--- src/rtl/flq_mem_port_pkg.sv ---
// Shared types for the fill-queue memory port: request/response packets, address/data and outstanding slot.
// All widths derive from the localparams below.
package flq_mem_port_pkg;

  localparam int FLQ_NUM     = 8;
  localparam int FLQ_ID_W    = $clog2(FLQ_NUM);
  localparam int PADDR_W     = 32;
  localparam int CL_DATA_W   = 64;
  localparam int CL_OFS_W    = $clog2(CL_DATA_W / 8);
  localparam int MEM_LATENCY = 16;
  localparam int MPS_CNT_W   = 8;

  typedef logic [FLQ_ID_W-1:0]  t_flq_id;
  typedef logic [PADDR_W-1:0]   t_paddr;
  typedef logic [CL_DATA_W-1:0] t_cl_data;

  typedef struct packed {
    logic    valid;
    t_paddr  addr;
    t_flq_id id;
  } t_mem_req_pkt;

  typedef struct packed {
    logic     valid;
    t_flq_id  id;
    t_cl_data data;
  } t_mem_rsp_pkt;

  typedef struct packed {
    logic                 valid;
    t_flq_id              id;
    t_paddr               addr;
    logic [MPS_CNT_W-1:0] cnt;
  } t_mps_slot;

  function automatic t_paddr line_align(input t_paddr a);
    return {a[PADDR_W-1:CL_OFS_W], {CL_OFS_W{1'b0}}};
  endfunction

endpackage

--- src/rtl/flq_mem_port_if.sv ---
// Fill-queue <-> memory port bundle: per-entry requests and grants, broadcast response, backing-store read.
// master = fill-queue/backing-store side, slave = the memory port.
interface flq_mem_port_if
  import flq_mem_port_pkg::*;
#(
  parameter int NUM_FLQ = FLQ_NUM,
  parameter int DEPTH   = 4
) ();

  t_mem_req_pkt [NUM_FLQ-1:0] req_pkt;
  logic [NUM_FLQ-1:0]         req_gnt;
  t_mem_rsp_pkt               rsp_pkt;
  t_paddr                     mem_rd_addr;
  t_cl_data                   mem_rd_data;
  logic [$clog2(DEPTH):0]     outstanding_cnt;

  modport master (
    output req_pkt, mem_rd_data,
    input  req_gnt, rsp_pkt, mem_rd_addr, outstanding_cnt
  );

  modport slave (
    input  req_pkt, mem_rd_data,
    output req_gnt, rsp_pkt, mem_rd_addr, outstanding_cnt
  );

endinterface

--- src/rtl/flq_mem_port_rr_arb.sv ---
// Round-robin arbiter: combinational one-hot grant to the first request at/after the pointer.
// Pointer moves to one past the winner on a grant and holds otherwise; callers mask requests to stall.
module rr_arb #(
  parameter int NUM_REQ = 8
) (
  input  logic                       i_clk,
  input  logic                       i_reset,
  input  logic [NUM_REQ-1:0]         i_req,
  output logic [NUM_REQ-1:0]         o_gnt,
  output logic [$clog2(NUM_REQ)-1:0] o_gnt_idx,
  output logic                       o_gnt_vld
);

  localparam int PTR_W = $clog2(NUM_REQ);

  logic [PTR_W-1:0] r_ptr;
  logic [PTR_W-1:0] w_k;
  int unsigned      w_sum;

  always_comb begin
    o_gnt     = '0;
    o_gnt_idx = '0;
    o_gnt_vld = 1'b0;
    w_sum     = 0;
    w_k       = '0;
    for (int i = 0; i < NUM_REQ; i++) begin
      w_sum = int'(r_ptr) + i;
      if (w_sum >= NUM_REQ) w_sum = w_sum - NUM_REQ;
      w_k = PTR_W'(w_sum);
      if (!o_gnt_vld && i_req[w_k]) begin
        o_gnt[w_k] = 1'b1;
        o_gnt_idx  = w_k;
        o_gnt_vld  = 1'b1;
      end
    end
  end

  always_ff @(posedge i_clk) begin
    if (i_reset) begin
      r_ptr <= '0;
    end else if (o_gnt_vld) begin
      r_ptr <= (o_gnt_idx == PTR_W'(NUM_REQ - 1)) ? '0 : o_gnt_idx + 1'b1;
    end
  end

endmodule

--- src/rtl/flq_mem_port.sv ---
// Memory port: round-robin grants one fill-queue request per cycle into an in-order queue; each responds LATENCY cycles after grant.
// Backpressure: no grants while the registered occupancy equals DEPTH (no same-cycle bypass on retire).
module flq_mem_port
  import flq_mem_port_pkg::*;
#(
  parameter int NUM_FLQ = FLQ_NUM,
  parameter int LATENCY = MEM_LATENCY,
  parameter int DEPTH   = 4
) (
  input logic            clk,
  input logic            reset,
  flq_mem_port_if.slave  io_mem
);

  localparam int PTR_W = $clog2(DEPTH);
  localparam int CNT_W = $clog2(DEPTH) + 1;

  t_mps_slot        r_slot [DEPTH];
  logic [PTR_W-1:0] r_head;
  logic [PTR_W-1:0] r_tail;
  logic [CNT_W-1:0] r_count;

  logic [NUM_FLQ-1:0]         w_req;
  logic [NUM_FLQ-1:0]         w_gnt;
  logic [$clog2(NUM_FLQ)-1:0] w_gnt_idx;
  logic                       w_gnt_vld;
  logic                       w_full;
  logic                       w_enq;
  logic                       w_deq;
  logic                       w_dup;
  t_mps_slot                  w_head;
  t_mem_rsp_pkt               w_rsp;

  assign w_full = (r_count == CNT_W'(DEPTH));
  assign w_head = r_slot[r_head];
  // Reset masks both sides so a flushed queue never leaks a grant or a response.
  assign w_deq  = w_head.valid && (w_head.cnt == '0) && !reset;
  assign w_enq  = w_gnt_vld;

  always_comb begin
    w_req = '0;
    for (int i = 0; i < NUM_FLQ; i++) begin
      w_req[i] = io_mem.req_pkt[i].valid && !w_full && !reset;
    end
  end

  rr_arb #(.NUM_REQ(NUM_FLQ)) u_arb (
    .i_clk     (clk),
    .i_reset   (reset),
    .i_req     (w_req),
    .o_gnt     (w_gnt),
    .o_gnt_idx (w_gnt_idx),
    .o_gnt_vld (w_gnt_vld)
  );

  always_ff @(posedge clk) begin
    if (reset) begin
      for (int i = 0; i < DEPTH; i++) r_slot[i] <= '0;
      r_head  <= '0;
      r_tail  <= '0;
      r_count <= '0;
    end else begin
      for (int i = 0; i < DEPTH; i++) begin
        if (r_slot[i].valid && r_slot[i].cnt != '0) r_slot[i].cnt <= r_slot[i].cnt - 1'b1;
      end
      if (w_deq) begin
        r_slot[r_head].valid <= 1'b0;
        r_head               <= r_head + 1'b1;
      end
      // Tail never aliases a retiring head: that needs an empty or a full queue.
      if (w_enq) begin
        r_slot[r_tail] <= '{valid: 1'b1,
                           id:    t_flq_id'(w_gnt_idx),
                           addr:  io_mem.req_pkt[w_gnt_idx].addr,
                           cnt:   MPS_CNT_W'(LATENCY - 1)};
        r_tail         <= r_tail + 1'b1;
      end
      if (w_enq && !w_deq)      r_count <= r_count + 1'b1;
      else if (!w_enq && w_deq) r_count <= r_count - 1'b1;
    end
  end

  always_comb begin
    w_rsp = '0;
    if (w_deq) begin
      w_rsp.valid = 1'b1;
      w_rsp.id    = w_head.id;
      w_rsp.data  = io_mem.mem_rd_data;
    end
  end

  assign io_mem.req_gnt         = w_gnt;
  assign io_mem.rsp_pkt         = w_rsp;
  assign io_mem.mem_rd_addr     = w_head.valid ? line_align(w_head.addr) : '0;
  assign io_mem.outstanding_cnt = r_count;

  always_comb begin
    w_dup = 1'b0;
    for (int i = 0; i < NUM_FLQ; i++) begin
      for (int s = 0; s < DEPTH; s++) begin
        if (io_mem.req_pkt[i].valid && r_slot[s].valid && r_slot[s].id == io_mem.req_pkt[i].id) w_dup = 1'b1;
      end
    end
  end

  a_no_dup_req:   assert property (@(posedge clk) disable iff (reset) !w_dup);
  a_gnt_onehot0:  assert property (@(posedge clk) disable iff (reset) $onehot0(w_gnt));
  a_no_gnt_full:  assert property (@(posedge clk) disable iff (reset) !(w_full && (|w_gnt)));
  a_no_underflow: assert property (@(posedge clk) disable iff (reset) !(w_deq && r_count == '0));
  a_no_overflow:  assert property (@(posedge clk) disable iff (reset) !(w_enq && !w_deq && w_full));

endmodule

--- src/flat_wrapper.sv ---
// flat-port wrapper written by rule: the top's interface ports become plain ports
module flq_mem_port_flat import flq_mem_port_pkg::*;
#(
  parameter int NUM_FLQ = FLQ_NUM,
  parameter int LATENCY = MEM_LATENCY,
  parameter int DEPTH   = 4
)
  (clk, reset, io_mem_req_pkt, io_mem_mem_rd_data, io_mem_req_gnt, io_mem_rsp_pkt, io_mem_mem_rd_addr, io_mem_outstanding_cnt);
  flq_mem_port_if #(.NUM_FLQ(NUM_FLQ), .DEPTH(DEPTH)) io_mem_i ();
  input logic clk;
  input logic reset;
  input wire logic [$bits(io_mem_i.req_pkt)-1:0] io_mem_req_pkt;
  input wire logic [$bits(io_mem_i.mem_rd_data)-1:0] io_mem_mem_rd_data;
  output wire logic [$bits(io_mem_i.req_gnt)-1:0] io_mem_req_gnt;
  output wire logic [$bits(io_mem_i.rsp_pkt)-1:0] io_mem_rsp_pkt;
  output wire logic [$bits(io_mem_i.mem_rd_addr)-1:0] io_mem_mem_rd_addr;
  output wire logic [$bits(io_mem_i.outstanding_cnt)-1:0] io_mem_outstanding_cnt;
  assign io_mem_i.req_pkt = io_mem_req_pkt;
  assign io_mem_i.mem_rd_data = io_mem_mem_rd_data;
  assign io_mem_req_gnt = io_mem_i.req_gnt;
  assign io_mem_rsp_pkt = io_mem_i.rsp_pkt;
  assign io_mem_mem_rd_addr = io_mem_i.mem_rd_addr;
  assign io_mem_outstanding_cnt = io_mem_i.outstanding_cnt;
  flq_mem_port #(.NUM_FLQ(NUM_FLQ), .LATENCY(LATENCY), .DEPTH(DEPTH)) u_core (.clk(clk), .reset(reset), .io_mem(io_mem_i));
endmodule
--- config.mk ---
export PLATFORM = sky130hd
export DESIGN_NAME = flq_mem_port_flat
export DESIGN_NICKNAME = d
export VERILOG_FILES = /design/src/rtl/flq_mem_port_pkg.sv /design/src/rtl/flq_mem_port_if.sv /design/src/rtl/flq_mem_port_rr_arb.sv /design/src/rtl/flq_mem_port.sv /design/src/flat_wrapper.sv
export SDC_FILE = /design/constraint.sdc
export NUM_CORES = 1
export LEC_CHECK = 0
export CAP_MARGIN = 20
export CORE_AREA = 2 2 179 181
export DETAILED_ROUTE_END_ITERATION = 8
export DIE_AREA = 0 0 181 183
export PLACE_DENSITY = 0.81
export RECOVER_POWER = 50
export SLEW_MARGIN = 20
export SYNTH_ARGS = -nofsm -noshare
export SYNTH_HDL_FRONTEND = slang
export SYNTH_HIERARCHICAL = 1
export SYNTH_SLANG_ARGS = --single-unit
--- constraint.sdc ---
create_clock -name clk -period 5.2 [get_ports clk]
set_input_delay 1.04 -clock clk [delete_from_list [all_inputs] [get_ports clk]]
set_output_delay 1.04 -clock clk [all_outputs]
set_load 0.02 [all_outputs]
* Word-level counts from Yosys, hierarchy flattened *
Memory sizes are Yosys's and may differ from the RTL's. A register that Yosys moved wholly into a read port is not among the register bits.
Index checks and enable logic that the tools add are counted.

word-level totals
  register bits = 10
  RAM bits = 176
  output and inout port bits = 111
  logic and storage cells = 220
  memories kept = 1

memory list
  memory         depth  width  rd ports  clocked after memory_dff  write ports  RTL line            text
  u_core.r_slot  4      44     5         1                         6            flq_mem_port.sv:18  t_mps_slot r_slot [DEPTH];

operators by class
  add/sub/neg operators = 24
  magnitude comparators = 25
  equality and inequality tests = 2
  mux-type cells = 97
  bitwise gates (word level) = 11
  reductions and logical operators = 56

operators by type and width
  kind                   count
  $bmux W36 S3           1
  $mux W8                12
  $mux W68               1
  $mux W3                19
  $or A8 B8 Y8           7
  $mux W1                44
  $logic_and A1 B1 Y1    39
  $lt A3 B4 Y1 const B   9
  $mux W35               1
  $mux W32               1
  $reduce_bool A8 Y1     4
  $sub A8 B1 Y8 const B  4
  $ge A4 B4 Y1 const B   7
  $sub A3 B1 Y3 const B  9
  $bmux W1 S3            8
  $demux W1 S3           8
  $ge A3 B1 Y1 const B   8
  $add A3 B3 Y4 const B  4
  $logic_not A1 Y1       11
  $add A3 B2 Y4 const B  2
  $logic_not A8 Y1       1
  $add A3 B1 Y3 const B  2
  $eq A3 B3 Y1 const B   2
  $add A2 B1 Y2 const B  2
  other kinds (5)        9

* Depth between registers and ports, before layout *
  depth after elaboration = 32
  depth in mapped cells = 18

* Hierarchy *
Netlist, hierarchy kept.

by module, submodules not included
  module        instances  cells an instance  area an instance (µm²)  seq. area each (µm²)
  flq_mem_port  1          782                9,851.9                 4,744.6
  rr_arb        1          170                1,487.7                 60.1

* Least setup slack after synthesis *
Ideal clock, no wire load.

  kind = in2reg
  start point = in reset
  end point = mem u_core/r_slot[0][20] (netlist bit) (data pin)
  arrival = 4.635 ns
  required time = 4.934 ns
  setup slack = 0.299 ns
  stages = 14
  buffers on the path = 3
  path through = clkbuf_1 -> nor2_1 -> and2_1 -> mux4_1 -> mux2i_1 -> nand3_1 -> nor2_1 -> o21ai_0 -> a21oi_1 -> clkbuf_1 -> buf_2 -> mux4_2 -> mux2i_1 -> nor2_1

RTL lines
  item         RTL line            text
  from (decl)  flat_wrapper.sv:11  input logic reset;
  to (decl)    flq_mem_port.sv:18

* Final worst setup path *
  start point = in io_mem_req_pkt[71]
  end point = out io_mem_req_gnt[5]

between the ends
  cells in the longest elaborated chain, start to end = 26

ends and longest elaborated chain
  item                                RTL line                   text
  from (decl)                         flat_wrapper.sv:12         input wire logic [$bits(io_mem_i.req_pkt)-1:0] io_mem_req_pkt;
  $logic_and A1 B1 Y1 * (2 in a row)  flq_mem_port.sv:43         w_req[i] = io_mem.req_pkt[i].valid && !w_full && !reset;
  named net u_core.w_req[1]           flq_mem_port.sv:23         logic [NUM_FLQ-1:0] w_req;
  $bmux W1 S3                         flq_mem_port_rr_arb.sv:30  if (!o_gnt_vld && i_req[w_k]) begin
  $mux W1 (implied by the code)       flq_mem_port_rr_arb.sv:30
  $mux W1                             flq_mem_port_rr_arb.sv:30
  $logic_not A1 Y1                    flq_mem_port_rr_arb.sv:30
  $logic_and A1 B1 Y1                 flq_mem_port_rr_arb.sv:30
  $mux W1                             flq_mem_port_rr_arb.sv:30
  (+10 left out)                      --
  $logic_and A1 B1 Y1                 flq_mem_port_rr_arb.sv:30
  $mux W1                             flq_mem_port_rr_arb.sv:30
  $logic_not A1 Y1                    flq_mem_port_rr_arb.sv:30
  $logic_and A1 B1 Y1                 flq_mem_port_rr_arb.sv:30
  $mux W1                             flq_mem_port_rr_arb.sv:30
  $logic_not A1 Y1                    flq_mem_port_rr_arb.sv:30
  $logic_and A1 B1 Y1                 flq_mem_port_rr_arb.sv:30
  $mux W8 *                           flq_mem_port_rr_arb.sv:30
  to (decl)                           flat_wrapper.sv:14         output wire logic [$bits(io_mem_i.req_gnt)-1:0] io_mem_req_gnt;

The timed path passes the listed nets; every way through them passes the cells marked *. The select of a mux whose other input is x is not followed.

==> out/metrics.yaml <==
outcome: "finished clean"
synthArstFlopShare: 0
setup_viol: 0
io_pins: 465
ctsLongestPathBuffers: 2
nets: 1795
hpwlAfterDp_mm: 25.3
drtAntennaViolNets: 0
clock_latency_ps: 430
min_period_over_period: 0.952
synthesis.area_um2: 11300
wl_per_cell_um: 18.9
p_leak_nw: 6.66
areaGrowthSynthToFinish_pct: 50.9
grt_pass1_vias: 9993
synth-xor-area-share: 0.0263
syn_avg_cell_area_um2: 11.9
numCtsBuffers: 17
startpoint_type: "input port"
register_area_um2: 4810
syn_inst: 952
cts_num_sinks: 176
ys_top_cells_by_count: "168 x nor2_1, 128 x edfxtp_1, 106 x and2_1, 102 x mux4_2, 48 x dfxtp_1"
die_area_um2: 33100
fill_cells: 2551
cp_cell_sequence: "clkdlybuf4s50_1 -> and2_4 -> buf_4 -> mux4_2 -> mux2i_4 -> nand3_1 -> clkbuf_1 -> nor3_1 -> nand2_1 -> a31oi_2 -> mux2_2 -> clkdlybuf4s15_1"
grtUsageTotal: 0.201
drt-vias-per-instance: 5.26
powerDensity_nw_per_um2: 677
synth.most_common_cell: "nor2_1"
rsz0062_at_grt: "no"
fmax_mhz: 202
post-route-drc-count: 0
synthTopCellsByArea: "edfxtp_1 34%, mux4_2 20%, dfxtp_1 8.5%"
ys_seq_area_frac: 0.424
drive_above_1_share: 0.193
synth_top_area_frac: 0.339
cpPeakStageDelay_ps: 480
clk_pin_slew_ps: 70
clock_skew_ps: 7.90
synth_compound_area_frac: 0.0527
synth_edf_count: 128
grt_pass1_wl_mm: 52.3
wl_mm: 34.6
cts_hold_repair.buffers: 0
multi_input_area_um2: 6170
dieHeight_um: 183
cp-end-kind: "output pin"
drt_iter0_markers: 739
synthAdderAreaFrac: 0.0294
critPathLaunch: "io_mem_req_pkt[71]"
required_ps: 4160
yosys.area.top_type: "edfxtp_1"
ff2ff_setup_slack_ps: 600
worst-slew-pin-transition_ps: 1400
worstReg2RegStart: "u_core/io_mem.outstanding_cnt[0]"
post-place-ws_ps: -409
yosysUniqueCellTypes: 65
relSlewSlack: 0.0682
cts_tree: "done"
grt_start_max_net_pins: 77
cp_max_fo: 5
power_mw: 11.6
synth_seq_cells: 176
firstDrtPassIters: 7
period_needed_ps: 4950
io_buffers: 413
die_x_um: 181
clockRootBuffer: "clkbuf_16"
synth_top_family_by_area: "multiplexers"
vias: 9630
finalMaxSlewViolations: 0
start_util: 0.363
synth_ff_type: "edfxtp_1"
synth-simple-area-share: 0.168
fin_ws_ps: 247
timing.rr.end: "u_core/r_slot[2][34]"
ff2ff_path_depth: 17
cap_violations: 0
rows: 65
gp_congestion: 0.861
synthMuxAreaShare: 0.260
n_antenna_cell: 0
grt_overflow_total: 0
ir_drop_v: 0.000492
path_class: "input port to output pin"
fp.coreArea_um2: 31200
hold_violations: 0
yosysWarnings: 6
arrival_ps: 3910
hold_class: "register to register"
h-tree-depth: 4
grt_antenna_before_repair: 0
crit_path_end: "io_mem_req_gnt[5]"
slowest_stage: "mux4_2"
-- repair_timing --
item                       4_1_cts  5_1_grt
pin swaps                        1        6
cloned                           0        0
setup endpoints to repair        8        8
gates resized for setup         28       24
setup buffers                    1        3
-- where the power goes --
part	switching, mW	internal, mW	leakage [nW]	total (mW)
sequential	0.183	2.07	1.74	2.25
clock	0.508	0.798	0.290	1.31
combinational	3.97	4.05	4.64	8.02
-- placed cells by master, fill, tap and decap left out, drive strengths merged, types with 3 or more instances in the layout --
cell type      Yosys  layout
nand4b             6       6
or3                6       6
and3              13      13
conb               1       3
buf               28      94
inv               27      27
mux4             105     105
ha                25      25
a22oi              6       6
nand2             28      28
nor2             168     168
dlygate4sd3        0      99
clkbuf            42      31
clkinv             0       7
bufinv             0       4
nor3               8       8
o21ai             27      27
mux2i             44      44
nand2b             3       3
a31oi             12      12
and2             106     106
dfxtp             48      48
edfxtp           128     128
xor2              25      25
a222oi             3       3
a21oi             12      12
a221o              5       5
xnor2              9       9
clkdlybuf4s50      0     305
nor4               8       8
mux2              11      11
nand3             14      14
-- per-stage QoR --
step	setup TNS (ps)	utilization	instances	hold slack (ps)	instance area, um2
floorplan	0	-	954	480	11300
global placement	-14540	0.527	1794	492	16500
detailed placement	-28060	0.527	1794	504	16500
CTS	0	0.548	1827	516	17100
global route	0	0.548	1830	537	17100
finish	0	0.548	1830	506	17100
-- worst max-delay path, delay by kind of cell --
| family | cells | cell delay [ps] |
|---|---|---|
| buffers and inverters | 4 | 1020 |
| multiplexers | 3 | 880 |
| AND/OR/NAND/NOR | 4 | 730 |
| AO/OA/AOI/OAI | 1 | 230 |
-- flip-flops by register name (all words and copies together) (netlist names), named ones only --
register / cells
u_core/u_arb/r_ptr: 3
u_core/r_slot: 164
u_core/r_head: 2
u_core/io_mem.outstanding_cnt: 3
u_core/r_tail: 2
-- routing by layer --
metal  part of all wire  vias to the layer above  track usage
met4              0.014                        0       0.0540
met1               0.39                     4729        0.230
li1                   -                     4464            -
met3              0.069                       34       0.0411
met5                  0                        -            0
met2               0.53                      403        0.379
-- cells by family (layout without fill, tap and decap cells) --
logic type	count (synthesis)	in the layout
buffers and inverters	97	571
flip-flops	176	176
multiplexers	160	160
AND/OR/NAND/NOR	373	373
AO/OA/AOI/OAI	85	85
other	1	3
adder cells (fa/ha/maj)	26	26
XOR/XNOR	34	34
-- worst min path at each step --
stage                                                start  cells after the start                                to  slack, ps
final                     u_core/io_mem.outstanding_cnt[2]                      2  u_core/io_mem.outstanding_cnt[2]        510
after global routing      u_core/io_mem.outstanding_cnt[2]                      2  u_core/io_mem.outstanding_cnt[2]        540
after CTS                 u_core/io_mem.outstanding_cnt[2]                      2  u_core/io_mem.outstanding_cnt[2]        520
after detailed placement  u_core/io_mem.outstanding_cnt[2]                      2  u_core/io_mem.outstanding_cnt[2]        500
after global placement    u_core/io_mem.outstanding_cnt[2]                      2  u_core/io_mem.outstanding_cnt[2]        490
after floorplan                        u_core/r_slot[1][7]                      2               u_core/r_slot[1][7]        480
-- layout make-up --
class | count | share of cell area
Inverter | 27 | 0.00607
Sequential cell | 176 | 0.281
Multi-Input combinational cell | 681 | 0.361
Clock inverter | 12 | 0.00973
Tap cell | 402 | 0.0294
Timing Repair Buffer | 512 | 0.288
Clock buffer | 20 | 0.0255
Power figures use the tool's default switching activity.
==> patch, RTL diff (same settings) <==
`DEPTH` is set to 4 in 3 places; all go to 2.
--- a/src/rtl/flq_mem_port_if.sv
+++ b/src/rtl/flq_mem_port_if.sv
@@ -6,3 +6,3 @@
   parameter int NUM_FLQ = FLQ_NUM,
-  parameter int DEPTH   = 4
+  parameter int DEPTH   = 2
 ) ();
--- a/src/rtl/flq_mem_port.sv
+++ b/src/rtl/flq_mem_port.sv
@@ -7,3 +7,3 @@
   parameter int LATENCY = MEM_LATENCY,
-  parameter int DEPTH   = 4
+  parameter int DEPTH   = 2
 ) (
--- a/src/flat_wrapper.sv
+++ b/src/flat_wrapper.sv
@@ -5,3 +5,3 @@
   parameter int LATENCY = MEM_LATENCY,
-  parameter int DEPTH   = 4
+  parameter int DEPTH   = 2
 )
Interface: changed (resized io_mem_outstanding_cnt); port bits go from 465 to 464. The function was not compared with the original's and may differ.
==> patch against the original RTL <==
Final cell count shrank 17%; routed wire length is 25% lower; setup slack got worse by 0.11 ns; count of clock-buffer cells in the layout decreased by 10; design area fell by 26%; area after synthesis is 34% lower; first-iteration DRC count shrank 54%; sequential cell count is 86 lower; power is 27% lower; die area unchanged; highest routed layer unchanged.
==> patch: results (changes against the original RTL) <==
R2R Setup Slk: 0.63 ns (was 0.60 ns)
met2 routed WL: 13900 um (was 18300 um)
sequential-to-total area share from yosys stat: 32.5% (was 42.4%)
leak pwr: 0.00488 uW (was 0.00666 uW)
max reg flops: 82 (was 164)
status: finished, final reports clean (unchanged)
Non-Filler Instances: 1513 (was 1830)
clk_lat worst skew: 0.34 ns (was 0.43 ns)
met3 WL post-DR: 1650 um (was 2370 um)
DRT iter0 DRCs: 342 (was 739)
pin slew with the least headroom to its limit: 1.17 ns (was 1.40 ns)
drt first pass iters: 5 (was 7)
initial antenna violation count: 1 (was 0)
maximum VDD drop: 0.764 mV (was 0.492 mV)
Synth Instances: 682 (was 952)
Vias: 7196 (was 9630)
EDFF count, synth: 64 (was 128)
GRT Util Overall: 14.9% (was 20.1%)
Max H-tree Level: 3 (was 4)
hpwl dp: 20800 um (was 25300 um)
Synth area leaders: edfxtp_1 26%, mux4_2 21%, mux2i_1 11% (was edfxtp_1 34%, mux4_2 20%, dfxtp_1 8.5%)
WHS: 0.500 ns (was 0.506 ns)
first-pass GRT wire length: 38800 um (was 52300 um)
RD Place Congestion: 0.861 (about the same)
Critical Path AT: 4.02 ns (was 3.91 ns)
critical path peak fanout: 8 (was 5)
share of cells above drive strength 1: 15.8% (was 19.3%)
number of fill cells in the layout: 2921 (was 2551)
Yosys cell types: 68 (was 65)
Reg clk slew, reported paths: 0.07 ns (about the same)
Port Buffers: 412 (was 413)
met1 wire length: 9650 um (was 13400 um)
WL final: 26000 um (was 34600 um)
largest net degree at the start of global routing: 41 (was 77)
Synth top cells by count: 119 x nor2_1, 81 x mux2i_1, 76 x and2_1 (was 168 x nor2_1, 128 x edfxtp_1, 106 x and2_1)
vias in the first global route: 7328 (was 9993)
## patch: path summary, 6_finish.rpt
path                                       from                                to  cells past startpoint
max                                       reset                 io_mem_req_gnt[7]                     13
min            u_core/r_slot[0][5]$_SDFFE_PP0P_  u_core/r_slot[0][5]$_SDFFE_PP0P_                      2
max reg2reg  u_core/u_arb/r_ptr[0]$_SDFFE_PP0P_    u_core/r_slot[0][11]$_DFFE_PP_                     15
min reg2reg    u_core/r_slot[0][5]$_SDFFE_PP0P_  u_core/r_slot[0][5]$_SDFFE_PP0P_                      2
## patch: logic make-up after synthesis
logic type | after synthesis | share of synthesized area, %
AOI/OAI and AO/OA | 59 | 5.47
xor gates and xnor gates | 11 | 1.53
adders and majority gates | 14 | 2.33
buffers and inverters | 71 | 4.76
DFF | 90 | 32.5
muxes | 168 | 35.2
other | 1 | 0.0499
and+or+nand+nor | 268 | 18.2
## patch: cell type report
| cell class | instances | area share (%) |
|---|---|---|
| Multi-Input combinational cell | 523 | 37.8 |
| Timing Repair Buffer | 463 | 35.9 |
| Sequential cell | 90 | 19.2 |
| Tap cell | 402 | 3.96 |
| Clock buffer | 10 | 1.80 |
| Clock inverter | 6 | 0.758 |
| Inverter | 19 | 0.561 |
## patch: worst max-delay path, cell delays in order
cell and delay (ns):
clkdlybuf4s50_1 0.53, a21oi_4 0.07, and2_4 0.19, buf_4 0.15
mux4_1 0.47, mux2i_1 0.14, buf_4 0.15, a22o_1 0.15
and2_1 0.20, o211ai_1 0.15, mux2_2 0.30, mux2i_1 0.12
dlygate4sd2_1 0.36
## patch: through the flow
step	setup WS [ns]	power, uW
finish	0.138	8490
global route	0.00208	9110
CTS	0.0888	8620
detailed placement	-0.265	7890
global placement	-0.188	7740
floorplan	0.343	5910
## patch: per-layer routing
layer / track usage [%] / up-vias
li1: - / 3387
met1: 16.5 / 3421
met2: 28.7 / 348
met3: 2.64 / 40
met4: 5.11 / 0
met5: 0 / -
## patch: timing repair
item | in CTS | in global routing
buffers inserted | 0 | 1
gates resized for setup | 12 | 19
pin swaps | 0 | 4
setup endpoints to repair | 8 | 8
hold endpoints to repair | 0 | 0
## patch: power breakdown
part / switching (uW) / leakage [uW] / internal [uW]
Combinational: 3190 / 0.00381 / 3220
Sequential: 138 / 0.000914 / 1220
Clock: 289 / 0.000156 / 428
